## src/rtl/serial_tx_pkg.sv

```systemverilog
// Shared types and sizing helpers for the chunked serial transmitter.
// Chunk count and counter width are derived from the word and chunk widths.
package serial_tx_pkg;

    typedef enum logic {
        IDLE,
        SHIFT
    } txState_t;

    function automatic int chunks(int dinLength, int size);
        return dinLength / size;
    endfunction

    function automatic int cntWidth(int dinLength, int size);
        int c;
        c = chunks(dinLength, size);
        return (c > 1) ? $clog2(c) : 1;
    endfunction

    function automatic bit sizeOk(int dinLength, int size);
        return (size > 0) && (dinLength % size == 0);
    endfunction

endpackage

```

## src/rtl/serial_chunk_tx_if.sv

```systemverilog
// Word input and chunk output bundle of the serial transmitter.
// The capture side is the master; the transmitter is the slave.
interface serial_chunk_tx_if #(
    parameter int DinLENGTH = 32,
    parameter int SIZE      = 4
);
    logic [DinLENGTH-1:0] DataIn;
    logic                 SampleData;
    logic [SIZE-1:0]      DataOut;
    logic                 DataValid;
    logic                 TxDone;

    modport master (
        output DataIn, SampleData,
        input  DataOut, DataValid, TxDone
    );

    modport slave (
        input  DataIn, SampleData,
        output DataOut, DataValid, TxDone
    );
endinterface

```

## src/rtl/serial_tx_fifo.sv

```systemverilog
// Synchronous word FIFO with registered Level/Full/Empty and overflow pulse.
// Flush wins over push and pop and never raises Overflow.
module serial_tx_fifo #(
    parameter int WIDTH = 32,
    parameter int DEPTH = 4,
    localparam int AW   = $clog2(DEPTH),
    localparam int LW   = $clog2(DEPTH + 1)
) (
    input  logic             Clk,
    input  logic             Reset,
    input  logic             Push,
    input  logic             Pop,
    input  logic             Flush,
    input  logic [WIDTH-1:0] WrData,
    output logic [WIDTH-1:0] RdData,
    output logic             Full,
    output logic             Empty,
    output logic             Overflow,
    output logic [LW-1:0]    Level
);

    logic [WIDTH-1:0] mem [DEPTH];
    logic [AW-1:0]    wrPtr;
    logic [AW-1:0]    rdPtr;
    logic             doPush;
    logic             doPop;
    logic [LW-1:0]    levelNext;

    assign doPush    = Push && !Full && !Flush;
    assign doPop     = Pop && !Empty && !Flush;
    assign levelNext = Level + LW'(doPush) - LW'(doPop);
    assign RdData    = mem[rdPtr];

    always_ff @(posedge Clk) begin
        if (doPush) begin
            mem[wrPtr] <= WrData;
        end
    end

    always_ff @(posedge Clk or negedge Reset) begin
        if (!Reset) begin
            wrPtr    <= '0;
            rdPtr    <= '0;
            Level    <= '0;
            Full     <= 1'b0;
            Empty    <= 1'b1;
            Overflow <= 1'b0;
        end else if (Flush) begin
            wrPtr    <= '0;
            rdPtr    <= '0;
            Level    <= '0;
            Full     <= 1'b0;
            Empty    <= 1'b1;
            Overflow <= 1'b0;
        end else begin
            if (doPush) begin
                wrPtr <= wrPtr + AW'(1);
            end
            if (doPop) begin
                rdPtr <= rdPtr + AW'(1);
            end
            Level    <= levelNext;
            Full     <= (levelNext == LW'(DEPTH));
            Empty    <= (levelNext == '0);
            Overflow <= Push && Full;
        end
    end

endmodule

```

## src/rtl/serial_chunk_tx.sv

```systemverilog
// Chunked serial transmitter: FIFO-buffered words shifted out SIZE bits
// per TxTick, with back-to-back reload and synchronous flush.
module serial_chunk_tx
    import serial_tx_pkg::*;
#(
    parameter int DinLENGTH = 32,
    parameter int SIZE      = 4,
    parameter int DEPTH     = 4,
    parameter bit MSB_FIRST = 1'b1
) (
    input  logic                         Clk,
    input  logic                         Reset,
    serial_chunk_tx_if.slave             bus,
    input  logic                         StartTx,
    input  logic                         TxTick,
    input  logic                         Flush,
    output logic                         TxBusy,
    output logic                         Full,
    output logic                         Empty,
    output logic                         Overflow,
    output logic [$clog2(DEPTH+1)-1:0]   Level
);

    localparam int CHUNKS = chunks(DinLENGTH, SIZE);
    localparam int CW     = cntWidth(DinLENGTH, SIZE);

    if (!sizeOk(DinLENGTH, SIZE)) begin : gSizeCheck
        $error("DinLENGTH must be a multiple of SIZE");
    end

    txState_t             state;
    txState_t             stateNext;
    logic [DinLENGTH-1:0] shifter;
    logic [DinLENGTH-1:0] shiftNext;
    logic [DinLENGTH-1:0] head;
    logic [CW-1:0]        cnt;
    logic [SIZE-1:0]      chunkNow;
    logic [SIZE-1:0]      dataOut;
    logic                 dataValid;
    logic                 txDone;
    logic                 popReq;
    logic                 load;
    logic                 emit;
    logic                 last;

    serial_tx_fifo #(
        .WIDTH (DinLENGTH),
        .DEPTH (DEPTH)
    ) u_fifo (
        .Clk      (Clk),
        .Reset    (Reset),
        .Push     (bus.SampleData),
        .Pop      (popReq),
        .Flush    (Flush),
        .WrData   (bus.DataIn),
        .RdData   (head),
        .Full     (Full),
        .Empty    (Empty),
        .Overflow (Overflow),
        .Level    (Level)
    );

    assign chunkNow  = MSB_FIRST ? shifter[DinLENGTH-1 -: SIZE]
                                 : shifter[SIZE-1:0];
    assign shiftNext = MSB_FIRST ? (shifter << SIZE) : (shifter >> SIZE);

    assign TxBusy        = (state == SHIFT);
    assign bus.DataOut   = dataOut;
    assign bus.DataValid = dataValid;
    assign bus.TxDone    = txDone;

    always_comb begin
        stateNext = state;
        popReq    = 1'b0;
        load      = 1'b0;
        emit      = 1'b0;
        last      = 1'b0;
        if (Flush) begin
            stateNext = IDLE;
        end else begin
            unique case (state)
                IDLE: begin
                    if (StartTx && !Empty) begin
                        popReq    = 1'b1;
                        load      = 1'b1;
                        stateNext = SHIFT;
                    end
                end
                SHIFT: begin
                    if (TxTick) begin
                        emit = 1'b1;
                        if (cnt == CW'(CHUNKS - 1)) begin
                            last = 1'b1;
                            // Reload on the final tick keeps words gapless
                            if (StartTx && !Empty) begin
                                popReq = 1'b1;
                                load   = 1'b1;
                            end else begin
                                stateNext = IDLE;
                            end
                        end
                    end
                end
                default: stateNext = IDLE;
            endcase
        end
    end

    always_ff @(posedge Clk or negedge Reset) begin
        if (!Reset) begin
            state     <= IDLE;
            shifter   <= '0;
            cnt       <= '0;
            dataOut   <= '0;
            dataValid <= 1'b0;
            txDone    <= 1'b0;
        end else begin
            state     <= stateNext;
            dataValid <= emit;
            txDone    <= last;
            if (emit) begin
                dataOut <= chunkNow;
            end
            if (load) begin
                shifter <= head;
                cnt     <= '0;
            end else if (emit) begin
                shifter <= shiftNext;
                cnt     <= cnt + CW'(1);
            end
        end
    end

endmodule
```

## src/flat_wrapper.sv

```systemverilog
// flat-port wrapper written by rule: the top's interface ports become plain ports
module serial_chunk_tx_flat import serial_tx_pkg::*;
#(
    parameter int DinLENGTH = 32,
    parameter int SIZE      = 4,
    parameter int DEPTH     = 4,
    parameter bit MSB_FIRST = 1'b1
)
  (Clk, Reset, StartTx, TxTick, Flush, TxBusy, Full, Empty, Overflow, Level, bus_DataIn, bus_SampleData, bus_DataOut, bus_DataValid, bus_TxDone);
  serial_chunk_tx_if #(.DinLENGTH(DinLENGTH), .SIZE(SIZE)) bus_i ();
  input  logic Clk;
  input  logic Reset;
  input  logic StartTx;
  input  logic TxTick;
  input  logic Flush;
  output logic TxBusy;
  output logic Full;
  output logic Empty;
  output logic Overflow;
  output logic [$clog2(DEPTH+1)-1:0] Level;
  input wire logic [$bits(bus_i.DataIn)-1:0] bus_DataIn;
  input wire logic [$bits(bus_i.SampleData)-1:0] bus_SampleData;
  output wire logic [$bits(bus_i.DataOut)-1:0] bus_DataOut;
  output wire logic [$bits(bus_i.DataValid)-1:0] bus_DataValid;
  output wire logic [$bits(bus_i.TxDone)-1:0] bus_TxDone;
  assign bus_i.DataIn = bus_DataIn;
  assign bus_i.SampleData = bus_SampleData;
  assign bus_DataOut = bus_i.DataOut;
  assign bus_DataValid = bus_i.DataValid;
  assign bus_TxDone = bus_i.TxDone;
  serial_chunk_tx #(.DinLENGTH(DinLENGTH), .SIZE(SIZE), .DEPTH(DEPTH), .MSB_FIRST(MSB_FIRST)) u_core (.Clk(Clk), .Reset(Reset), .bus(bus_i), .StartTx(StartTx), .TxTick(TxTick), .Flush(Flush), .TxBusy(TxBusy), .Full(Full), .Empty(Empty), .Overflow(Overflow), .Level(Level));
endmodule
```

## config.mk

```make
export PLATFORM = sky130hd
export DESIGN_NAME = serial_chunk_tx_flat
export DESIGN_NICKNAME = d
export VERILOG_FILES = /design/src/rtl/serial_tx_pkg.sv /design/src/rtl/serial_chunk_tx_if.sv /design/src/rtl/serial_tx_fifo.sv /design/src/rtl/serial_chunk_tx.sv /design/src/flat_wrapper.sv
export SDC_FILE = /design/constraint.sdc
export NUM_CORES = 1
export LEC_CHECK = 0
export BUFFER_PORTS_ARGS = -buffer_cell sky130_fd_sc_hd__buf_2
export CORE_MARGIN = 2
export CORE_UTILIZATION = 54
export DETAILED_ROUTE_END_ITERATION = 6
export PLACE_DENSITY = 0.73
export SLEW_MARGIN = 30
export SYNTH_ARGS = -nofsm -noshare
export SYNTH_HDL_FRONTEND = slang
export SYNTH_HIERARCHICAL = 1
export SYNTH_SLANG_ARGS = --single-unit
```

## constraint.sdc

```tcl
create_clock -name Clk -period 3.1 [get_ports Clk]
set_input_delay 0.62 -clock Clk [delete_from_list [all_inputs] [get_ports Clk]]
set_output_delay 0.62 -clock Clk [all_outputs]
set_load 0.01 [all_outputs]
```

* Word level (Yosys, flattened, before mapping) *
Memories as Yosys holds them, arrays and structs flattened.
Index checks and enable logic that the tools add are counted.

storage, ports and cells
  bits in registers = 52
  latch bits = 0
  memory bits (writable) = 128
  bits in read-only memories = 0
  bits of input ports = 38
  output and inout bits = 13
  word-level logic and storage cells = 64
  memories = 1

memory list
  name               words  width  read ports  clocked after Yosys merged registers in  wr ports  line                  source
  u_core.u_fifo.mem  4      32     1           0                                        1         serial_tx_fifo.sv:22  logic [WIDTH-1:0] mem [DEPTH];

cells by class
  $add $sub $neg = 5
  multipliers = 0
  div/mod/pow operators = 0
  order comparisons = 0
  eq/ne operators = 2
  shift operators = 0
  mux-type cells = 30
  bitwise gates (word level) = 1
  reduce and logical (&&, ||, !) cells = 13

operator list
  cell                                                            number
  32-bit 2-to-1 mux                                               2
  1-bit 2-to-1 mux                                                19
  3-bit 2-to-1 mux                                                3
  2-bit 2-to-1 mux                                                4
  3-bit == test (second input constant)                           2
  1-bit logical AND                                               6
  2-bit nonzero test                                              3
  2-bit by 1-bit adder with 2-bit output (second input constant)  2
  1-bit case mux with 2 select lines                              2
  3-bit by 1-bit adder with 3-bit output                          1
  3-bit by 1-bit adder with 3-bit output (second input constant)  1
  1-bit zero test                                                 3
  3-bit zero test                                                 1
  3-bit by 1-bit subtractor with 3-bit output                     1
  1-bit inverter                                                  1

* Depth between registers and ports, before layout *
  depth in word-level cells = 12
  depth in mapped cells = 17
  depth with buffers taken out = 15

* Cells and area by module *
Netlist, hierarchy kept.

by module, submodules not included
  module           instances  cells each  area each (µm²)  sequential area each (µm²)
  serial_tx_fifo   1          218         5202.5           4095.2
  serial_chunk_tx  1          149         2097.0           1051.0

* Worst setup path before layout *
No wires, ideal clock.

  kind = register to register
  start = register u_core.cnt[0]
  end = register u_core.u_fifo.Full
  library setup time = 105 ps
  data arrival time = 3071 ps
  required time = 2995 ps
  path slack = -76 ps
  stages on the path, launching flop included = 18
  buffers on the path = 2
  period minus slack after synthesis = 3176 ps
  path through = dfrtp_1 ha_1 ha_1 a21boi_1 or3_1 buf_6 buf_12 inv_1 nor2b_1 nor2b_1 ha_1 inv_1 ha_1 inv_1 fa_1 xor2_1 xnor2_1 nor4b_1

on the way
  cells in the longest elaborated chain, start to end = 10

RTL lines
  element                                      line                    source
  from (decl)                                  serial_chunk_tx.sv:36   logic [CW-1:0] cnt;
  from (signal assigned)                       serial_chunk_tx.sv:129  cnt <= cnt + CW'(1);
  3-bit == test                                serial_chunk_tx.sv:92   if (cnt == CW'(CHUNKS - 1)) begin
  1-bit 2-to-1 mux (2 in a row)                -
  1-bit case mux with 2 select lines           -
  1-bit 2-to-1 mux                             -
  via u_core.load                              serial_chunk_tx.sv:42   logic load;
  1-bit logical AND (2 in a row)               serial_tx_fifo.sv:30    assign doPop = Pop && !Empty && !Flush;
  3-bit by 1-bit subtractor with 3-bit output  serial_tx_fifo.sv:31    assign levelNext = Level + LW'(doPush) - LW'(doPop);
  3-bit == test                                serial_tx_fifo.sv:63    Full <= (levelNext == LW'(DEPTH));
  1-bit 2-to-1 mux                             serial_tx_fifo.sv:48    end else if (Flush) begin
  to (signal assigned)                         serial_tx_fifo.sv:63
  to (decl)                                    serial_tx_fifo.sv:16    output logic Full,

The timed path passes the listed nets, and every way through them passes these cells.
A chain may end at the register's enable or synchronous reset.

* Worst setup path in the final report *
  start = register u_core.cnt[0]
  end = register u_core.u_fifo.Empty

on the way
  cells in the longest elaborated chain, start to end = 10

RTL lines
  element                                      line                   source
  3-bit == test                                serial_chunk_tx.sv:92
  1-bit 2-to-1 mux (2 in a row)                -
  1-bit case mux with 2 select lines           -
  1-bit 2-to-1 mux                             -
  via u_core.load                              serial_chunk_tx.sv:42
  1-bit logical AND (2 in a row)               serial_tx_fifo.sv:30
  3-bit by 1-bit subtractor with 3-bit output  serial_tx_fifo.sv:31
  3-bit zero test                              serial_tx_fifo.sv:64   Empty <= (levelNext == '0);
  1-bit 2-to-1 mux                             serial_tx_fifo.sv:48
  to (signal assigned)                         serial_tx_fifo.sv:64
  to (decl)                                    serial_tx_fifo.sv:17   output logic Empty,

The timed path passes the listed nets, and every way through them passes these cells.

==> metrics.csv <==
metric,value,unit
run status,completed,
leak pwr,3.21,nW
H-tree depth,4,
row count,42,
All-Layer GR Usage,17.9,%
first-pass GRT wire length,19000,um
Post-DRT Antenna Nets,0,
number of synthesized register bits,180,
CTS Root Cell,clkbuf_16,
Final Slew Violations,0,
TritonRoute pass-1 iters,4,
synthesized area,0.00730,mm2
DP HPWL,6820,um
CORE AREA,0.0132,mm2
remaining global-route overflow,0,
clock sinks,180,
"Seq/Total Area, Yosys",70.5,%
CTS Buf Count,17,
top_reg_cell synth,edfxtp_1,
Post-Layout Cell Count,622,
final period utilization,93.9,%
Max Cap Violations,0,
fraction of registers with async set/reset,28.9,%
"Design Area, Final",0.00829,mm2
Fmax,343,MHz
Die W,120,um
"top cells by count, synth","128 x edfxtp_1, 51 x dfrtp_1, 30 x mux2_2",
final WL,11700,um
Tmin final,2.91,ns
Syn-to-layout area delta,13.6,%
Clock transition at path regs,0.06,ns
CTS tree,built,
Post-Syn Area per Cell,19.9,um2
RSZ-0062 raised after global routing,false,
VDD IR-drop max,0.421,mV
"most used cell, CP",ha_1,
Mapped Cells,367,
layout cell share with drive strength beyond 1,42.2,%
Initial Utilization,55.1,%
Synth area leaders,"edfxtp_1 53%, dfrtp_1 17%, mux4_2 8.6%",
clock buffer depth,2,
final setup violation count,0,
number of distinct library cells after synthesis,31,
Placed Instances,588,
share of the synthesized area in the top cell type,52.7,%
Die Height,120,um
total power,5.88,mW
Worst-Margin Slew,0.601,ns
YS warnings,6,
nets,480,
fillcell total,976,
vias,3335,
number of synthesized flops with an enable pin,128,
DRC violations left,0,
Worst Path Max Fanout,3,
CP Cell Sequence,ha_1 > ha_1 > a21boi_1 > or3_4 > inv_2 > nor2b_4 > nor2b_4 > ha_1 > inv_1 > ha_1 > inv_1 > fa_2 > xor2_2 > xnor2_2 > a31o_2,
initial antenna violation count,0,
PD cells,710,mW/mm2
syn_nets,414,
max incr delay on CP,0.38,ns
hold crit path type,in -> async,
Die ar.,0.0145,mm2
CP startpoint kind,flop,
largest net degree at the start of global routing,43,
"Hold-fix buffers, CTS",0,
CP max-delay cell,or3_4,
clk_lat worst skew,0.42,ns
Wirelength per Cell,18.8,um
vias in the first global route,3623,
Crit path arrival time,3.27,ns
clock skew,0.00672,ns
initial DRC count,204,
Diodes inserted,0,
GPL Wtd Cong,0.720,
Placed Instance Area,0.00770,mm2
Port Buffer Count,50,
CP endpoint kind,flop,
final hold violation count,0,
crit path kind,reg -> reg,
Via-to-Cell Ratio,5.36,
most frequent cell after synthesis,edfxtp_1,
Top Ports,51,
Synth area leader,edfxtp_1,
Max-slew headroom,59.9,%
CP required,3.45,ns
-- worst max-delay path, delay by kind of cell (launching register included) --
kind / cells / cell delay [ns]
DFF: 1 / 0.37
buffers and inverters: 3 / 0.16
AOI/OAI and AO/OA: 2 / 0.33
adders and majority gates: 5 / 1.00
and+or+nand+nor: 3 / 0.67
xor gates and xnor gates: 2 / 0.33
-- layout by cell type (no fill, tap or decap), types with 4 or more instances in the layout --
cell,synthesis,final
mux4_1,4,4
clkbuf_16,0,17
ha_1,8,8
clkinv_2,0,5
and2_1,5,5
mux2_4,25,25
mux2_2,30,30
mux4_2,28,28
nand2_1,21,21
dfrtp_1,51,50
mux2i_1,5,5
buf_4,0,14
nor2_1,11,11
buf_2,6,49
inv_1,11,10
edfxtp_1,128,128
-- final cells by class --
type	instances	area, um2	area share [%]
flip-flops and latches	180	5150	62.1
multi-input cells	158	1970	23.7
clock buffers	21	450	5.43
repair buffers	64	370	4.47
well taps	176	220	2.66
clock inverters	11	87.6	1.06
inverters	12	45.0	0.543
-- worst paths after layout --
| kind | startpoint | depth (start not counted) | slack, ns | endpoint |
|---|---|---|---|---|
| min in group Clk | bus_DataIn[20] | 1 | 0.41 | u_core/u_fifo/mem[3][20] |
| worst max register to register | u_core/cnt[0] | 15 | 0.19 | u_core/u_fifo/Empty |
| worst max-delay path | u_core/cnt[0] | 15 | 0.19 | u_core/u_fifo/Empty |
| worst min-delay path | Reset | 1 | 0.18 | u_core/u_fifo/Level[0] |
| worst min register to register | u_core/bus.DataOut[0] | 2 | 0.47 | u_core/bus.DataOut[0] |
| max in group asynchronous | Reset | 2 | 2.40 | u_core/shifter[11] |
-- report_power, final --
| part | leakage [nW] | switching [mW] | internal, mW |
|---|---|---|---|
| logic | 1.14 | 0.313 | 0.541 |
| clock network | 0.260 | 0.838 | 1.12 |
| registers | 1.82 | 0.165 | 2.91 |
-- stage by stage --
stage | hold slack (ns) | setup slack [ns] | util [%] | setup TNS [ns]
2_1_floorplan | 0.324 | 0.00969 | - | 0
3_3_place_gp | 0.447 | 0.0548 | 58.1 | 0
6_report | 0.184 | 0.188 | 62.6 | 0
5_1_grt | 0.219 | 0.00155 | 62.6 | 0
3_5_place_dp | 0.454 | -0.0486 | 58.1 | -0.0486
4_1_cts | 0.371 | 0.0847 | 62.3 | 0
-- timing repair --
item                       4_1_cts  5_1_grt
hold endpoints to repair         0        0
resized for setup                2        4
setup endpoints to repair        1        3
pin swaps                        2        2
setup buffers                    1        1
-- layer usage --
layer,routed length (um),GRT usage [%],up-vias
li1,-,-,1535
met1,5170,23.1,1724
met2,5890,29.8,63
met3,445,4.25,13
met4,159,6.76,0
met5,0,0,-
-- state kept, by name, summed over array words and instances (netlist names), 2 cells and up --
name                 flops
u_core/u_fifo/mem      128
u_core/shifter          32
u_core/bus.DataOut       4
u_core/cnt               3
u_core/u_fifo/Level      3
u_core/u_fifo/rdPtr      2
u_core/u_fifo/wrPtr      2
-- cells by family (layout without fill, tap and decap cells) --
group,Yosys count,after routing,share of synthesized area (%)
AOI/OAI and AO/OA,4,4,0.360
xor gates and xnor gates,6,6,0.720
adders and majority gates,9,9,1.65
buffers and inverters,29,108,3.14
DFF,180,180,70.5
muxes,93,93,20.7
and+or+nand+nor,46,46,2.95
No activity file was read; power rests on OpenSTA's default activity.
